`src/rtl/riscv_pkg.sv`:
```
// Shared RISC-V definitions: opcode constants used by fetch and decode,
// fetch FSM encoding, fetch fault causes and the NOP instruction word.
package riscv_pkg;

  localparam logic [6:0] LW    = 7'b000_0011;
  localparam logic [6:0] SW    = 7'b010_0011;
  localparam logic [6:0] BEQ   = 7'b110_0011;
  localparam logic [6:0] I_ALU = 7'b001_0011;
  localparam logic [6:0] R_ALU = 7'b011_0011;
  localparam logic [6:0] JAL   = 7'b110_1111;
  localparam logic [6:0] JALR  = 7'b110_0111;
  localparam logic [6:0] LUI   = 7'b011_0111;
  localparam logic [6:0] AUIPC = 7'b001_0111;

  localparam int NUM_LEGAL_OPS = 9;
  localparam logic [6:0] LEGAL_OPS [NUM_LEGAL_OPS] = '{
    LW, SW, BEQ, I_ALU, R_ALU, JAL, JALR, LUI, AUIPC
  };

  // addi x0, x0, 0
  localparam logic [31:0] NOP_INSTR = 32'h0000_0013;

  typedef enum logic [1:0] {
    ST_IDLE  = 2'd0,
    ST_REQ   = 2'd1,
    ST_FAULT = 2'd2
  } fetch_state_t;

  typedef enum logic [1:0] {
    CAUSE_NONE     = 2'b00,
    CAUSE_MISALIGN = 2'b01,
    CAUSE_TIMEOUT  = 2'b10
  } fault_cause_t;

endpackage

```
`src/rtl/instr_fetch_unit_if.sv`:
```
// Instruction-memory read port: request held until a one-cycle ack strobe.
interface instr_fetch_unit_if;
  logic        mem_req;
  logic [31:0] mem_addr;
  logic [31:0] mem_rdata;
  logic        mem_ack;

  modport master (
    output mem_req,
    output mem_addr,
    input  mem_rdata,
    input  mem_ack
  );

  modport slave (
    input  mem_req,
    input  mem_addr,
    output mem_rdata,
    output mem_ack
  );
endinterface

```
`src/rtl/fetch_timer.sv`:
```
// Wait-cycle counter for an outstanding fetch; tc flags the last allowed cycle.
module fetch_timer #(
  parameter int TIMEOUT = 16,
  localparam int CW = (TIMEOUT > 2) ? $clog2(TIMEOUT) : 1
) (
  input  logic clk,
  input  logic rst_n,
  input  logic clear,
  input  logic enable,
  output logic tc
);

  localparam logic [CW-1:0] TC_VAL = CW'(TIMEOUT - 1);

  logic [CW-1:0] count_reg;
  logic [CW-1:0] count_next;

  always_ff @(posedge clk or negedge rst_n) begin
    if (!rst_n) begin
      count_reg <= '0;
    end else begin
      count_reg <= count_next;
    end
  end

  // Holds at terminal count so it can never wrap back into a legal window
  always_comb begin
    count_next = count_reg;
    if (clear) begin
      count_next = '0;
    end else if (enable && !tc) begin
      count_next = count_reg + 1'b1;
    end
  end

  assign tc = (count_reg == TC_VAL);

endmodule

```
`src/rtl/instr_fetch_unit.sv`:
```
// Multicycle fetch stage: issues a word read at PC, latches the reply in IR,
// tracks PC/OldPC and reports misaligned-PC and memory-timeout faults.
module instr_fetch_unit
  import riscv_pkg::*;
#(
  parameter logic [31:0] RESET_PC = 32'h0000_0000,
  parameter int          TIMEOUT  = 16
) (
  input  logic                      clk,
  input  logic                      rst_n,
  input  logic                      fetch_start,
  input  logic                      pc_we,
  input  logic [31:0]               pc_next,
  input  logic                      fault_clr,
  instr_fetch_unit_if.master        mem,
  output logic [31:0]               instr,
  output logic [6:0]                op,
  output logic                      op_legal,
  output logic [31:0]               pc,
  output logic [31:0]               old_pc,
  output logic                      instr_valid,
  output logic                      busy,
  output logic                      fault,
  output logic [1:0]                fault_cause
);

  fetch_state_t state_reg,   state_next;
  fault_cause_t cause_reg,   cause_next;
  logic [31:0]  pc_val_reg,  pc_val_next;
  logic [31:0]  old_pc_reg,  old_pc_next;
  logic [31:0]  instr_reg,   instr_next;
  logic [31:0]  addr_reg,    addr_next;
  logic         valid_reg,   valid_next;

  logic [31:0]  fetch_addr;
  logic         timer_tc;
  logic [NUM_LEGAL_OPS-1:0] op_hit;

  fetch_timer #(
    .TIMEOUT (TIMEOUT)
  ) u_timer (
    .clk    (clk),
    .rst_n  (rst_n),
    .clear  (state_reg != ST_REQ),
    .enable (state_reg == ST_REQ),
    .tc     (timer_tc)
  );

  always_ff @(posedge clk or negedge rst_n) begin
    if (!rst_n) begin
      state_reg  <= ST_IDLE;
      cause_reg  <= CAUSE_NONE;
      pc_val_reg <= RESET_PC;
      old_pc_reg <= RESET_PC;
      instr_reg  <= NOP_INSTR;
      addr_reg   <= RESET_PC;
      valid_reg  <= 1'b0;
    end else begin
      state_reg  <= state_next;
      cause_reg  <= cause_next;
      pc_val_reg <= pc_val_next;
      old_pc_reg <= old_pc_next;
      instr_reg  <= instr_next;
      addr_reg   <= addr_next;
      valid_reg  <= valid_next;
    end
  end

  // A branch target arriving with fetch_start is fetched directly
  assign fetch_addr = pc_we ? pc_next : pc_val_reg;

  always_comb begin
    state_next  = state_reg;
    cause_next  = cause_reg;
    pc_val_next = pc_val_reg;
    old_pc_next = old_pc_reg;
    instr_next  = instr_reg;
    addr_next   = addr_reg;
    valid_next  = 1'b0;

    case (state_reg)
      ST_IDLE: begin
        if (fetch_start) begin
          pc_val_next = fetch_addr;
          if (fetch_addr[1:0] != 2'b00) begin
            state_next = ST_FAULT;
            cause_next = CAUSE_MISALIGN;
          end else begin
            state_next = ST_REQ;
            addr_next  = fetch_addr;
          end
        end else if (pc_we) begin
          pc_val_next = pc_next;
        end
      end

      ST_REQ: begin
        // Ack checked first: it wins over an expiring timer
        if (mem.mem_ack) begin
          instr_next  = mem.mem_rdata;
          old_pc_next = addr_reg;
          pc_val_next = addr_reg + 32'd4;
          valid_next  = 1'b1;
          state_next  = ST_IDLE;
        end else if (timer_tc) begin
          state_next = ST_FAULT;
          cause_next = CAUSE_TIMEOUT;
        end
      end

      ST_FAULT: begin
        if (fault_clr) begin
          state_next = ST_IDLE;
          cause_next = CAUSE_NONE;
        end
      end

      default: begin
        state_next = ST_IDLE;
      end
    endcase
  end

  for (genvar gi = 0; gi < NUM_LEGAL_OPS; gi++) begin : g_op_match
    assign op_hit[gi] = (instr_reg[6:0] == LEGAL_OPS[gi]);
  end

  assign mem.mem_req  = (state_reg == ST_REQ);
  assign mem.mem_addr = addr_reg;

  assign instr       = instr_reg;
  assign op          = instr_reg[6:0];
  assign op_legal    = |op_hit;
  assign pc          = pc_val_reg;
  assign old_pc      = old_pc_reg;
  assign instr_valid = valid_reg;
  assign busy        = (state_reg == ST_REQ);
  assign fault       = (state_reg == ST_FAULT);
  assign fault_cause = cause_reg;

endmodule
```
`src/flat_wrapper.sv`:
```
// flat-port wrapper written by rule: the top's interface ports become plain ports
module instr_fetch_unit_flat import riscv_pkg::*;
#(
  parameter logic [31:0] RESET_PC = 32'h0000_0000,
  parameter int          TIMEOUT  = 16
)
  (clk, rst_n, fetch_start, pc_we, pc_next, fault_clr, instr, op, op_legal, pc, old_pc, instr_valid, busy, fault, fault_cause, mem_mem_req, mem_mem_addr, mem_mem_rdata, mem_mem_ack);
  instr_fetch_unit_if mem_i ();
  input  logic clk;
  input  logic rst_n;
  input  logic fetch_start;
  input  logic pc_we;
  input  logic [31:0] pc_next;
  input  logic fault_clr;
  output logic [31:0] instr;
  output logic [6:0] op;
  output logic op_legal;
  output logic [31:0] pc;
  output logic [31:0] old_pc;
  output logic instr_valid;
  output logic busy;
  output logic fault;
  output logic [1:0] fault_cause;
  output wire logic [$bits(mem_i.mem_req)-1:0] mem_mem_req;
  output wire logic [$bits(mem_i.mem_addr)-1:0] mem_mem_addr;
  input wire logic [$bits(mem_i.mem_rdata)-1:0] mem_mem_rdata;
  input wire logic [$bits(mem_i.mem_ack)-1:0] mem_mem_ack;
  assign mem_mem_req = mem_i.mem_req;
  assign mem_mem_addr = mem_i.mem_addr;
  assign mem_i.mem_rdata = mem_mem_rdata;
  assign mem_i.mem_ack = mem_mem_ack;
  instr_fetch_unit #(.RESET_PC(RESET_PC), .TIMEOUT(TIMEOUT)) u_core (.clk(clk), .rst_n(rst_n), .fetch_start(fetch_start), .pc_we(pc_we), .pc_next(pc_next), .fault_clr(fault_clr), .mem(mem_i), .instr(instr), .op(op), .op_legal(op_legal), .pc(pc), .old_pc(old_pc), .instr_valid(instr_valid), .busy(busy), .fault(fault), .fault_cause(fault_cause));
endmodule
```
`config.mk`:
```
export PLATFORM = sky130hd
export DESIGN_NAME = instr_fetch_unit_flat
export DESIGN_NICKNAME = d
export VERILOG_FILES = /design/src/rtl/riscv_pkg.sv /design/src/rtl/instr_fetch_unit_if.sv /design/src/rtl/fetch_timer.sv /design/src/rtl/instr_fetch_unit.sv /design/src/flat_wrapper.sv
export SDC_FILE = /design/constraint.sdc
export NUM_CORES = 1
export LEC_CHECK = 0
export CORE_ASPECT_RATIO = 1.2
export CORE_UTILIZATION = 51
export CTS_CLUSTER_SIZE = 25
export DETAILED_ROUTE_END_ITERATION = 10
export PLACE_DENSITY = 0.84
export SYNTH_ARGS = -nofsm -noshare
export SYNTH_HDL_FRONTEND = slang
export SYNTH_SLANG_ARGS = --single-unit
```
`constraint.sdc`:
```
create_clock -name clk -period 4.9 [get_ports clk]
set_input_delay 0.98 -clock clk [delete_from_list [all_inputs] [get_ports clk]]
set_output_delay 0.98 -clock clk [all_outputs]
set_load 0.05 [all_outputs]
```
==> flow_summary_export.csv <==
group,metric,value,unit
run_status,status,"completed",
synth,syn-cell-area,0.00671,sq mm
synth,synth_nets,815,
synth,synthMuxAreaShare,4.03,%
synth,yosys.area_share.simple,22.3,%
floorplan,chipWidth,107,microns
worst_setup_path,critPathArrivalTime,2290,ps
power_and_ir_drop,seqPwrFrac,27.9,%
global_route,antenna_found_initial,0,
timing,finalSetupViolCount,0,
worst_setup_path,crit_path_max_fanout,20,
clocking,cts_sinks,137,
clocking,postCtsHoldBufs,0,
floorplan,core,0.0127,sq mm
worst_setup_path,worstSetupEndpointType,"primary output",
timing,rsz0062_at_grt,"no",
worst_setup_path,crit_type,"reg2out",
placement,dp_hpwl,12900,microns
synth,synth_top_area_share,50.0,%
worst_setup_path,critPathMaxStageDelay,890,ps
synth,synth_most_common_cell,"nand2_1",
worst_setup_path,cp-endpoint,"mem_mem_req",
clocking,cts_tree,"built",
global_route,track_usage,29.4,%
placement,gp_congestion,0.874,
job,maxCapViolCount,0,
synth,syn_inst,739,
worst_setup_path,cp-start-kind,"flip-flop",
global_route,grt_pass1_vias,6093,
floorplan,num_rows,45,
synth,yosys_warnings,0,
worst_setup_path,rrSetupSlack,2020,ps
worst_setup_path,cp.required,3920,ps
power_and_ir_drop,power.switching,3.80,mW
global_route,grt-ovfl-total,0,
floorplan,die_y,128,microns
clocking,cts_setup_buffers,0,
hold_path,hold_class,"reg2reg",
power_and_ir_drop,ir_drop,0.548,mV
timing,tns,0,ps
drt,vias,6099,
worst_setup_path,reg2reg_from,"u_core.state_reg[1]",
synth,synth_compound_area_share,13.0,%
timing,min_period,3270,ps
timing,fmax,0.306,GHz
synth,ys.flop_type,"dfrtp_1",
drt,drc,0,
synth,synth.avg_cell_area,9.08,sq um
global_route,grt_pass1_wl,31100,microns
final_layout,fin_util,74.0,%
worst_setup_path,crit_start,"u_core.state_reg[1]",
floorplan,start_util,52.7,%
clocking,clk_pin_slew,60,ps
placement,portBuffers,211,
synth,yosysUniqueCellTypes,59,
drt,avgViaCountPerCell,5.54,
clocking,cts_buffer_depth,2,
timing,skew,12.3,ps
timing,period_share,66.8,%
floorplan,dieArea,0.0136,sq mm
drt,drtIter0Drc,422,
synth,postSynth.asyncResetShare,100,%
worst_setup_path,cpMaxStageDelayCell,"clkdlybuf4s50_1",
synth,synth_top_family_by_area,"simple AND/OR/NAND/NOR gates",
worst_setup_path,r2r-end,"u_core.pc[26]",
power_and_ir_drop,power_density,815,mW/mm^2
synth,synth_edf_count,0,
timing,relSlewSlack,26.1,%
clocking,post_cts_resized,0,
worst_setup_path,crit_path_cell_trace,"inv_1 -> ha_2 -> clkdlybuf4s50_1",
power_and_ir_drop,switching_share,49.5,%
timing,drv_slew,0,
clocking,h-tree-depth,4,
final_layout,n_antenna_cell,0,
power_and_ir_drop,p_clk_share,17.7,%
worst_setup_path,r2r_cells,7,
power_and_ir_drop,p_leak,4.23,nW
synth,synth.area.top_cells,"dfrtp_1 50%, nand2_1 14%, mux2i_1 4.0%",
clocking,clk_latency,420,ps
final_layout,drive_gt1_share,5.77,%
power_and_ir_drop,fin_total_pwr,7.68,mW
power_and_ir_drop,pwr-share-comb,54.4,%
clocking,numCtsBuffers,17,
drt,antenna_left,0,
hold_path,hp-start,"u_core.old_pc[30]",
synth,synth-seq-cells,137,
drt,drt-wirelength-per-cell,17.6,microns
global_route,grt_max_degree,114,
timing,tightest_slew,1100,ps
drt,drt-pass1-iter-count,5,
drt,routed_wl,19300,microns
synth,synth_commonest_cells,"252 x nand2_1, 134 x dfrtp_1, 41 x o21ai_0",
synth,synthAdderAreaFrac,1.12,%
synth,ys_seq_area_share,51.2,%
final_layout,layout.nets,999,
timing,worst_hold_slack,471,ps
floorplan,ios,212,
synth,synthXorXnorAreaFrac,3.66,%
final_layout,area_delta_synth_final,40.4,%
timing,hold_viol,0,
clocking,root_buffer,"clkbuf_16",
synth,synth_top_cell_by_area,"dfrtp_1",
power_and_ir_drop,p_int,3.88,mW
[metrics by stage]
stage | std cells | area (sq um) | worst slack [ps]
4_1_cts | 1100 | 9420 | 1620
6_report | 1100 | 9420 | 1630
2_1_floorplan | 739 | 6710 | 662
3_5_place_dp | 1068 | 8790 | 1350
5_1_grt | 1100 | 9420 | 1520
3_3_place_gp | 1068 | 8790 | 1440
[logic make-up (layout without fill, tap and decap cells)]
family	Yosys count	count (layout)
and+or+nand+nor	343	343
AOI/OAI and AO/OA	137	137
DFF	137	137
buffers and inverters	61	258
xor gates and xnor gates	28	28
muxes	27	27
adders and majority gates	6	6
[power by group through the flow]
stage	clock network (mW)	logic (mW)	registers [mW]
floorplan	0	1.16	3.73
global placement	0	4.11	2.14
detailed placement	0	4.17	2.15
CTS	1.37	4.18	2.15
global route	1.42	4.41	2.21
finish	1.36	4.17	2.15
[layout make-up]
cell class	instances	area [sq um]
tap	164	205
multi-input combinational	541	2970
fill	949	3310
clock buffer	18	429
timing repair buffer	217	2150
sequential	137	3430
clock inverter	14	196
inverter	9	33.8
[per-layer routing]
layer / track usage, % / routed length (microns) / up-vias
li1: - / - / 2871
met2: 48.8 / 9350 / 288
met1: 35.9 / 7750 / 2889
met5: 0 / 0 / -
met3: 8.06 / 1670 / 51
met4: 12.7 / 576 / 0
[worst min-delay path by stage]
stage	to	slack [ps]	cells past startpoint
after floorplan	u_core.u_timer.count_reg[2]	470	1
after global placement	u_core.instr[26]	460	2
after detailed placement	u_core.old_pc[29]	460	2
after CTS	u_core.old_pc[30]	480	2
after global routing	u_core.old_pc[18]	490	2
final	u_core.old_pc[30]	470	2
[cells in the final DEF, fill, tap and decap left out, types with 3 or more instances in the layout]
master and n:
nand2_1 250, clkdlybuf4s50_1 209, dfrtp_1 134, o21ai_0 41, a21oi_1 40, mux2i_1 27
nor2_1 19, clkbuf_16 17, nor2b_1 16, xor2_1 15, nand3_1 13, xnor2_1 13
o31a_1 12, o221ai_1 12, nand4_1 7, and3_1 7, a211oi_1 7, inv_1 6
buf_4 6, and2_1 5, ha_1 5, nor3_1 4, and4_1 4, bufinv_16 4
o22ai_1 3, nand3b_1 3, o211ai_1 3, clkinvlp_4 3, clkinv_4 3, dfstp_2 3
[critical path: cells and delay by family (launching register included)]
kind	cells	cell delay (ps)
DFF	1	420
adders and majority gates	1	470
buffers and inverters	2	990
Note: power is estimated with default switching activity, not from simulation.
